File: src/rtl/apu_pkg.sv
// Shared constants for the APU pulse channels.
//   LEN_TABLE  : length-counter load values, indexed by reg3[7:3]
//   DUTY_TABLE : 8-step duty waveforms, bit n = output level at sequencer step n
//   REG_*      : register offsets within one channel's 4-register window
package apu_pkg;

  localparam logic [1:0] REG_CTRL  = 2'd0;
  localparam logic [1:0] REG_SWEEP = 2'd1;
  localparam logic [1:0] REG_LO    = 2'd2;
  localparam logic [1:0] REG_HI    = 2'd3;

  localparam logic [7:0] LEN_TABLE [32] = '{
    8'd10,  8'd254, 8'd20,  8'd2,  8'd40,  8'd4,  8'd80,  8'd6,
    8'd160, 8'd8,   8'd60,  8'd10, 8'd14,  8'd12, 8'd26,  8'd14,
    8'd12,  8'd16,  8'd24,  8'd18, 8'd48,  8'd20, 8'd96,  8'd22,
    8'd192, 8'd24,  8'd72,  8'd26, 8'd16,  8'd28, 8'd32,  8'd30
  };

  localparam logic [7:0] DUTY_TABLE [4] = '{
    8'b0000_0001, 8'b0000_0011, 8'b0000_1111, 8'b1111_1100
  };

endpackage

File: src/rtl/apu_pulse_ch.sv
// One NES-style pulse channel: register file, timer, duty sequencer,
// envelope, sweep and length counter.
// Ports:
//   clk, reset           system clock, synchronous active-high reset
//   apu_tick             timer clock enable
//   qframe, hframe       frame-sequencer strobes
//   we, reg_sel, wdata   register write (we already qualified for this channel)
//   en                   channel enable; 0 clears and holds the length counter
//   level                gated output level (combinational, registered by the top)
//   active               length counter nonzero
module apu_pulse_ch
  import apu_pkg::*;
#(
  parameter int TW       = 11,
  parameter bit NEG_ONES = 1'b0
) (
  input  logic       clk,
  input  logic       reset,
  input  logic       apu_tick,
  input  logic       qframe,
  input  logic       hframe,
  input  logic       we,
  input  logic [1:0] reg_sel,
  input  logic [7:0] wdata,
  input  logic       en,
  output logic [3:0] level,
  output logic       active
);

  logic [1:0]    duty;
  logic          halt;
  logic          const_vol;
  logic [3:0]    env_p;
  logic          sw_en;
  logic [2:0]    sw_p;
  logic          sw_neg;
  logic [2:0]    sw_shift;
  logic [TW-1:0] period;
  logic [TW-1:0] cnt;
  logic [2:0]    step;
  logic          env_start;
  logic [3:0]    env_div;
  logic [3:0]    decay;
  logic          sw_reload;
  logic [2:0]    sw_div;
  logic [7:0]    len;

  // Sweep target; the add path keeps a carry bit so overflow can mute.
  logic [TW-1:0] delta;
  logic [TW:0]   sum_add;
  logic [TW-1:0] target;
  logic          mute;

  assign delta   = period >> sw_shift;
  assign sum_add = {1'b0, period} + {1'b0, delta};
  assign target  = sw_neg ? (period - delta - TW'(NEG_ONES)) : sum_add[TW-1:0];
  assign mute    = (period < TW'(8)) | (~sw_neg & sum_add[TW]);

  // Period as written by the CPU; bits above 10 are always zero.
  logic [15:0]   p_wide;
  logic [TW-1:0] next_period;

  always_comb begin
    p_wide = 16'(period);
    if (reg_sel == REG_LO) begin
      p_wide[7:0] = wdata;
    end else begin
      p_wide[10:8]  = wdata[2:0];
      p_wide[15:11] = '0;
    end
    next_period = p_wide[TW-1:0];
  end

  always_ff @(posedge clk) begin
    if (reset) begin
      duty      <= '0;
      halt      <= 1'b0;
      const_vol <= 1'b0;
      env_p     <= '0;
      sw_en     <= 1'b0;
      sw_p      <= '0;
      sw_neg    <= 1'b0;
      sw_shift  <= '0;
      period    <= '0;
      cnt       <= '0;
      step      <= '0;
      env_start <= 1'b0;
      env_div   <= '0;
      decay     <= '0;
      sw_reload <= 1'b0;
      sw_div    <= '0;
      len       <= '0;
    end else begin
      if (apu_tick) begin
        if (cnt == '0) begin
          cnt  <= period;
          step <= step - 3'd1;
        end else begin
          cnt <= cnt - TW'(1);
        end
      end

      if (qframe) begin
        if (env_start) begin
          env_start <= 1'b0;
          decay     <= 4'd15;
          env_div   <= env_p;
        end else if (env_div == 4'd0) begin
          env_div <= env_p;
          if (decay != 4'd0) decay <= decay - 4'd1;
          else if (halt)     decay <= 4'd15;
        end else begin
          env_div <= env_div - 4'd1;
        end
      end

      if (hframe) begin
        if (sw_div == 3'd0 && sw_en && sw_shift != 3'd0 && !mute) period <= target;
        if (sw_div == 3'd0 || sw_reload) begin
          sw_div    <= sw_p;
          sw_reload <= 1'b0;
        end else begin
          sw_div <= sw_div - 3'd1;
        end
        if (!halt && len != 8'd0) len <= len - 8'd1;
      end

      // NOTE: with non-blocking assignments the last one in the block wins,
      // so placing CPU writes (and the enable clear) after the tick/strobe
      // updates gives them priority without extra gating.
      if (we) begin
        case (reg_sel)
          REG_CTRL:  {duty, halt, const_vol, env_p} <= wdata;
          REG_SWEEP: begin
            {sw_en, sw_p, sw_neg, sw_shift} <= wdata;
            sw_reload <= 1'b1;
          end
          REG_LO:    period <= next_period;
          default: begin
            period    <= next_period;
            step      <= 3'd0;
            env_start <= 1'b1;
            if (en) len <= LEN_TABLE[wdata[7:3]];
          end
        endcase
      end

      if (!en) len <= 8'd0;
    end
  end

  logic gate;
  assign gate   = (len != 8'd0) & ~mute & DUTY_TABLE[duty][step];
  assign level  = gate ? (const_vol ? env_p : decay) : 4'd0;
  assign active = (len != 8'd0);

endmodule

File: src/rtl/apu_pulse_array.sv
// Array of CH pulse channels sharing one clock and frame strobes.
// Ports:
//   clk, reset        system clock, synchronous active-high reset
//   apu_tick          timer clock enable
//   qframe, hframe    quarter/half-frame strobes
//   we, addr, wdata   register write; addr = {channel, reg[1:0]}
//   en                per-channel enable
//   act               per-channel length-active flag (registered)
//   vol               per-channel level, channel i at [4i+3:4i] (registered)
//   mix               sum of all channel levels (registered)
module apu_pulse_array
  import apu_pkg::*;
#(
  parameter int            CH       = 2,
  parameter int            TW       = 11,
  parameter logic [CH-1:0] NEG_ONES = 2'b01,
  localparam int           AW       = $clog2(CH) + 2,
  localparam int           MW       = 4 + $clog2(CH + 1)
) (
  input  logic            clk,
  input  logic            reset,
  input  logic            apu_tick,
  input  logic            qframe,
  input  logic            hframe,
  input  logic            we,
  input  logic [AW-1:0]   addr,
  input  logic [7:0]      wdata,
  input  logic [CH-1:0]   en,
  output logic [CH-1:0]   act,
  output logic [4*CH-1:0] vol,
  output logic [MW-1:0]   mix
);

  logic [3:0]    level [CH];
  logic [CH-1:0] active;

  for (genvar i = 0; i < CH; i++) begin : g_ch
    logic ch_we;
    assign ch_we = we && ((addr >> 2) == AW'(i));

    apu_pulse_ch #(
      .TW       (TW),
      .NEG_ONES (NEG_ONES[i])
    ) u_ch (
      .clk      (clk),
      .reset    (reset),
      .apu_tick (apu_tick),
      .qframe   (qframe),
      .hframe   (hframe),
      .we       (ch_we),
      .reg_sel  (addr[1:0]),
      .wdata    (wdata),
      .en       (en[i]),
      .level    (level[i]),
      .active   (active[i])
    );
  end

  logic [4*CH-1:0] vol_next;
  logic [MW-1:0]   mix_next;

  always_comb begin
    vol_next = '0;
    mix_next = '0;
    for (int i = 0; i < CH; i++) begin
      vol_next[4*i +: 4] = level[i];
      mix_next           = mix_next + MW'(level[i]);
    end
  end

  always_ff @(posedge clk) begin
    if (reset) begin
      vol <= '0;
      mix <= '0;
      act <= '0;
    end else begin
      vol <= vol_next;
      mix <= mix_next;
      act <= active;
    end
  end

endmodule

File: config.mk
export PLATFORM = sky130hd
export DESIGN_NAME = apu_pulse_array
export DESIGN_NICKNAME = d
export VERILOG_FILES = /design/src/rtl/apu_pkg.sv /design/src/rtl/apu_pulse_ch.sv /design/src/rtl/apu_pulse_array.sv
export SDC_FILE = /design/constraint.sdc
export NUM_CORES = 1
export LEC_CHECK = 0
export ABC_AREA = 1
export CORE_ASPECT_RATIO = 0.8
export CORE_UTILIZATION = 49
export CTS_CLUSTER_DIAMETER = 50
export DETAILED_ROUTE_END_ITERATION = 12
export PLACE_DENSITY = 0.76
export REMOVE_ABC_BUFFERS = 1
export SLEW_MARGIN = 20
export SYNTH_ARGS = -nofsm -noshare
export SYNTH_HDL_FRONTEND = slang
export SYNTH_SLANG_ARGS = --single-unit
File: constraint.sdc
create_clock -name clk -period 3.75 [get_ports clk]
set_input_delay 0.75 -clock clk [delete_from_list [all_inputs] [get_ports clk]]
set_output_delay 0.75 -clock clk [all_outputs]
set_load 0.03 [all_outputs]
==> results of run 1 <==
## kinds of logic after synthesis
kind of cell / after synthesis
compound gates: 369
xor+xnor: 32
fa+ha+maj: 76
buf+inv: 304
flops: 139
other cells: 1
simple gates: 717
## per-stage QoR
| step | instance area, um^2 | cells | util | setup WS [ns] |
|---|---|---|---|---|
| after detailed placement | 11100 | 1936 | 0.537 | 0.0367 |
| after global placement | 11100 | 1936 | 0.537 | 0.207 |
| after CTS | 11800 | 1967 | 0.568 | 0.0181 |
| after floorplan | 10000 | 1578 | - | 0.225 |
| final | 11800 | 1970 | 0.572 | 0.292 |
| after global routing | 11800 | 1970 | 0.572 | 0.00326 |
## cell usage after synthesis, types with 6 or more instances
library cell,instances
xor2_1,27
clkinv_1,7
clkbuf_1,31
ha_1,71
inv_2,13
nor2_1,147
buf_4,8
nand3_1,94
nand4_1,19
a211oi_1,6
a21oi_1,131
o21ai_0,159
dfxtp_1,139
nor3_1,16
buf_2,12
nand2_1,410
inv_1,224
a31oi_1,11
o211ai_1,23
## sequential cells by signal, indices dropped and copies added (netlist names)
signal               count
g_ch.u_ch.sw_neg         2
g_ch.u_ch.const_vol      2
g_ch.u_ch.sw_en          2
g_ch.u_ch.sw_div         6
g_ch.u_ch.step           6
mix                      5
g_ch.u_ch.env_div        8
g_ch.u_ch.halt           2
g_ch.u_ch.duty           4
g_ch.u_ch.sw_reload      2
g_ch.u_ch.cnt           22
act                      2
g_ch.u_ch.sw_p           6
g_ch.u_ch.period        22
g_ch.u_ch.len           16
g_ch.u_ch.env_p          8
vol                      8
g_ch.u_ch.sw_shift       6
g_ch.u_ch.env_start      2
g_ch.u_ch.decay          8
## worst max-delay path: cells and delay by family (launching register included)
family | cells | cell delay [ns]
flip-flops | 1 | 0.43
AO/OA/AOI/OAI | 6 | 0.98
AND/OR/NAND/NOR | 9 | 0.83
buffers and inverters | 4 | 0.45
adder cells (fa/ha/maj) | 2 | 0.71
## power breakdown
| part | switching, W | leakage (nW) | internal [W] |
|---|---|---|---|
| combinational | 0.00140 | 4.17 | 0.000814 |
| clock | 0.000650 | 0.310 | 0.00116 |
| sequential | 0.000165 | 1.14 | 0.00169 |
## layer usage
layer  wire length [um]  global-route usage  up-vias
met5                  0                   0        -
met4                581              0.0703        0
met3               2650              0.0598       46
met2              12600               0.414      418
met1              13800               0.398     4888
li1                   -                   -     5430
## path summary, 6_finish.rpt
check                                                     endpoint  slack (ns)  depth (start not counted)
worst max register to register                   mix[3]$_SDFF_PP0_        0.29                         21
worst min register to register  g_ch[1].u_ch.decay[0]$_SDFFE_PP0P_        0.46                          1
worst min-delay path            g_ch[1].u_ch.decay[0]$_SDFFE_PP0P_        0.46                          1
worst max-delay path                             mix[3]$_SDFF_PP0_        0.29                         21
## final cells by class
cell class,instances,area share
multi-input cells,1195,0.539
well taps,269,0.0284
clock buffers,21,0.0398
flip-flops and latches,139,0.236
repair buffers,92,0.0656
inverters,244,0.0777
clock inverters,10,0.0139
## timing repair
item | in CTS | in global routing
setup buffers | 0 | 3
setup endpoints to repair | 0 | 4
gates resized for setup | 0 | 27
endpoints found under the hold margin | 0 | 0
==> out/results.ini, run 1 <==
[global_route]
antenna_found_initial=0
grt_overflow=0
grt_max_degree=27
grt_pass1_vias=9875
grt_pass1_wl_mm=48.2
grt_usage=0.276

[floorplan]
io_pins=35
dieArea_um2=21700
core-area_um2=20700
die_y_um=132
die_w_um=164
core.rowCount=47
start_util=0.500

[layout]
regArea_um2=2790
multi_input_area_um2=6380
nFillCells=1998
num_antenna_cells=0
drive_gt1_frac=0.0852
final_common_cell=nand2_1
finalNetCount=1784
final_cell_mix=nand2_1 (410), inv_1 (223), o21ai_0 (149), nor2_1 (142), dfxtp_1 (135)
syn_to_final_growth_pct=14.4

[drt]
wire_per_inst_um=15.1
viasPerCell=5.47
drt-pass1-iter-count=6
drc_errors=0
drtIter0Drc=1219
vias=10782
postRouteAntennaNets=0
wl_mm=29.7

[yosys]
ys_ff_latch=139
yosysWarnings=0
async_flop_share=0
netlist-cell-type-count=54
synth_largest_area_cell=dfxtp_1
ys_seq_area_frac=0.269
muxShareOfSynthArea=0
yosys.area_share.simple=0.293
synth_compound_gate_area_share=0.197
syn_inst=1638
syn_area_um2=10300
synth_top_family_by_area=simple AND/OR/NAND/NOR gates
netlist.area_leader.share=0.269
synth-xor-area-share=0.0271
synth_fa_ha_area_frac=0.0955
yosys-top-cells-area=dfxtp_1 (27%), nand2_1 (15%), ha_1 (8.6%), inv_1 (8.1%), o21ai_0 (7.7%)
synth_ff_type=dfxtp_1
synth_edf_count=0
syn_area_per_cell_um2=6.32

[timing]
fin_hold_ws_ns=0.455
tightest_slew_ns=0.669
finalCritPeriodShare=0.922
max_slew_margin=0.548
maxSlewViolCount=0
timing.fmax_mhz=289
setup_viol=0
rsz0062_at_grt=false
finalHoldViolCount=0
setup_tns_ns=0
fin_crit_ns=3.46
finClkSkew_ns=0.00736

[clock_tree]
cts.sink_count=139
clk_latency_ns=0.42
cts_root_buf=clkbuf_16
h-tree-depth=4
ctsHoldBuffers=0
cts_tree=done
cts_buffers=17
cts_buffer_depth=2
cts.clk_slew.worst_paths_ns=0.06

[pwr]
power.density_nw_per_um2=498
max-vdd-ir-drop_uv=430
total_power_w=0.00589
power.leakage_nw=5.61

[critical_path]
critPathCaptureType=register
cp-startpoint=g_ch[1].u_ch.sw_shift[0]$_SDFFE_PP0P_
worstPathMaxFanout=13
cpPeakStageDelay_ns=0.43
crit_chain=buf_4, o21ai_0, o21ai_1, inv_1, o21ai_0, ha_1, nor2_4, inv_1, nor2_1, nand2_1, nand2_1, nand3_2, nand3_1, buf_4, nor2_1, ha_1, nand2_1, nand2_1, a31oi_1, o21ai_0, a21oi_1
start_kind=register
cp_slowest_cell=dfxtp_2
crit_type=reg -> reg
worstReg2RegStart=g_ch[1].u_ch.sw_shift[0]$_SDFFE_PP0P_
crit_arrival_ns=3.81
crit_required_ns=4.10
crit_path_frequent_cell=nand2_1

[outcome]
outcome=finished, final reports clean

[placement]
gp_congestion=0.982
dpl.hpwl_mm=22.7
portBuffers=33

[min_path]
hold_path.startpoint=g_ch[1].u_ch.decay[0]$_SDFFE_PP0P_
worst_hold_path_type=reg -> reg

[flow_run]
maxCapViolCount=0

Power figures use the tool's default switching activity.
==> inputs of run 2 (changes only) <==
--- a/config.mk
+++ b/config.mk
@@ -5,7 +5,6 @@
 export SDC_FILE = /design/constraint.sdc
 export NUM_CORES = 1
 export LEC_CHECK = 0
-export ABC_AREA = 1
 export CORE_ASPECT_RATIO = 0.8
 export CORE_UTILIZATION = 49
 export CTS_CLUSTER_DIAMETER = 50
==> run 2 against run 1 <==
Non-clock buffer count up 30. Global-route usage down 1.2 points. Highest routed layer unchanged. Critical path depth down 2. Routed wire length down 8.5%.
==> out/results.ini, run 2 <==
[timing]
timing.fmax_mhz=268
setup_tns_ns=0
finalHoldViolCount=0
finClkSkew_ns=0.0124
rsz0062_at_grt=true
tightest_slew_ns=0.887
fin_ws_ns=0.0207
max_slew_margin=0.404
fin_crit_ns=3.73
setup_viol=0
fin_hold_ws_ns=0.468
maxSlewViolCount=0
finalCritPeriodShare=0.994

[yosys]
synth_ff_type=dfxtp_1
ys_seq_area_frac=0.289
netlist.area_leader.share=0.289
synth_edf_count=0
yosys-top-cells-area=dfxtp_1 (29%), ha_1 (9.2%), a21oi_1 (5.8%), mux2i_1 (5.7%), nor2_1 (5.6%)
async_flop_share=0
netlist-cell-type-count=77
syn_inst=1244
post-synth-top-count-cell=nor2_1
yosysWarnings=0
synth_largest_area_cell=dfxtp_1
ys_ff_latch=139
syn_area_um2=9640
synth_common_cells=nor2_1 (145), dfxtp_1 (139), nand2_1 (132)
syn_area_per_cell_um2=7.75

[floorplan]
core.rowCount=45
dieArea_um2=20200
die_w_um=159
start_util=0.504
die_y_um=127
core-area_um2=19100
io_pins=35

[clock_tree]
cts.clk_slew.worst_paths_ns=0.07
cts_buffer_depth=2
ctsHoldBuffers=0
cts.sink_count=139
h-tree-depth=4
cts_root_buf=clkbuf_16
cts_buffers=17
cts_tree=done
clk_latency_ns=0.43

[placement]
dpl.hpwl_mm=19.2
gp_congestion=0.919
pre_cts_slack_ns=-0.132
portBuffers=33

[critical_path]
crit_arrival_ns=4.02
r2r-end=mix[3]$_SDFF_PP0_
reg2regPathDepth=19
worstPathMaxFanout=6
r2r_slack_ns=0.02
start_kind=register
critPathCaptureType=register
crit_required_ns=4.04
crit_type=reg -> reg
worstReg2RegStart=g_ch[1].u_ch.sw_shift[1]$_SDFFE_PP0P_

[layout]
syn_to_final_growth_pct=19.5
final_common_cell=nor2_1
final_util=0.602
final_cell_mix=nor2_1 (140), dfxtp_1 (133), nand2_1 (131), a21oi_1 (108), buf_4 (85)
num_antenna_cells=0
top_regs=g_ch.u_ch.cnt: 22 flops, g_ch.u_ch.period: 22 flops, g_ch.u_ch.len: 16 flops
finalNetCount=1413
drive_gt1_frac=0.156
nFillCells=1651

[pwr]
power.density_nw_per_um2=509
p_sw_frac=0.389
max-vdd-ir-drop_uv=305
p_clk_frac=0.285
power.leakage_nw=4.64
power_frac_comb=0.379
switchingPower_w=0.00228
seq_power_share=0.336
p_int_w=0.00358

[flow_run]
maxCapViolCount=0

[drt]
drtIter0Drc=1021
vias=9394
viasPerCell=5.91
postRouteAntennaNets=0
drc_errors=0
drt-pass1-iter-count=6
wire_per_inst_um=17.1
wl_mm=27.1

[min_path]
hold_end=g_ch[0].u_ch.sw_p[0]$_SDFFE_PP0P_
hold_depth=2
worst_hold_path_type=reg -> reg
hold_path.startpoint=g_ch[0].u_ch.sw_p[0]$_SDFFE_PP0P_

[global_route]
antenna_found_initial=0
grt_pass1_vias=8529
grt_overflow=0
grt_usage=0.263
grt_max_degree=61
grt_pass1_wl_mm=43.6

[outcome]
outcome=finished, final reports clean

run 2: cell types whose count changed in the layout (fill, tap and decap cells not counted), moves of 27 or more:
cell      delta
nand2_1    -279
inv_1      -150
o21ai_0     -96
nand3_1     -74
mux2i_1     +48
nor3_1      +41
nand2b_1    +28
buf_4       +27
run 2: worst max path at each step:
stage	from	to	slack [ns]	depth (start not counted)
floorplan	g_ch[0].u_ch.sw_shift[1]$_SDFFE_PP0P_	mix[4]$_SDFF_PP0_	-0.24	17
global placement	g_ch[0].u_ch.sw_shift[1]$_SDFFE_PP0P_	mix[4]$_SDFF_PP0_	-0.03	17
detailed placement	g_ch[0].u_ch.sw_shift[1]$_SDFFE_PP0P_	mix[4]$_SDFF_PP0_	-0.13	17
CTS	g_ch[0].u_ch.sw_shift[1]$_SDFFE_PP0P_	mix[3]$_SDFF_PP0_	0.007	19
global route	g_ch[1].u_ch.sw_shift[1]$_SDFFE_PP0P_	mix[3]$_SDFF_PP0_	-0.13	19
finish	g_ch[1].u_ch.sw_shift[1]$_SDFFE_PP0P_	mix[3]$_SDFF_PP0_	0.02	19
run 2: cells by family after synthesis:
logic type                 Yosys count  synth area share
other                                1          0.000389
DFF                                139             0.289
AOI/OAI and AO/OA                  313             0.210
adders and majority gates           76             0.103
buffers and inverters              142            0.0594
xor gates and xnor gates            42            0.0381
and+or+nand+nor                    464             0.226
muxes                               67            0.0746
run 2: repair_timing:
| action | CTS | global route |
|---|---|---|
| endpoints found under the setup margin | 3 | 12 |
| pin swaps | 3 | 21 |
| endpoints found under the hold margin | 0 | 0 |
| buffers inserted | 2 | 11 |
| resized for setup | 8 | 65 |
run 2: routing by layer:
| layer | routed length (um) | vias up | GRT usage |
|---|---|---|---|
| li1 | - | 4532 | - |
| met1 | 12800 | 4478 | 0.385 |
| met3 | 2010 | 32 | 0.0435 |
| met5 | 0 | - | 0 |
| met2 | 12000 | 352 | 0.404 |
| met4 | 352 | 0 | 0.0594 |
run 2: area by class of cell:
cell class	instances	area, um^2	share of cell area
Inverter	75	282	0.0244
Multi-Input combinational cell	963	6530	0.567
Timing Repair Buffer	122	1010	0.0881
Sequential cell	139	2800	0.243
Clock inverter	15	151	0.0131
Tap cell	258	323	0.0280
Clock buffer	17	425	0.0369
run 2: power groups by stage:
stage	clock (W)	sequential, W	combinational [W]
final	0.00167	0.00197	0.00222
after global routing	0.00175	0.00200	0.00250
after CTS	0.00168	0.00196	0.00216
after detailed placement	0	0.00199	0.00213
after global placement	0	0.00198	0.00207
after floorplan	0	0.00196	0.00160
run 2: critical path, stage by stage, from the launching register on:
cell,delay (ns)
dfxtp_4,0.37
buf_6,0.13
mux2i_2,0.26
nand2_1,0.10
o21ai_2,0.09
nand2_1,0.09
o21ai_2,0.10
inv_1,0.09
ha_2,0.18
or2_4,0.24
o211ai_1,0.32
a31oi_1,0.17
a21oi_1,0.22
nand3b_1,0.23
nor2_2,0.21
ha_1,0.25
a21o_1,0.17
a21oi_2,0.14
xor2_1,0.16
nor2_1,0.06
run 2: metrics by stage:
step           power, W  area, um^2  cells
2_1_floorplan   0.00356        9350   1177
3_3_place_gp    0.00405       10600   1544
3_5_place_dp    0.00411       10600   1544
4_1_cts         0.00580       11200   1578
5_1_grt         0.00624       11500   1589
6_report        0.00586       11500   1589
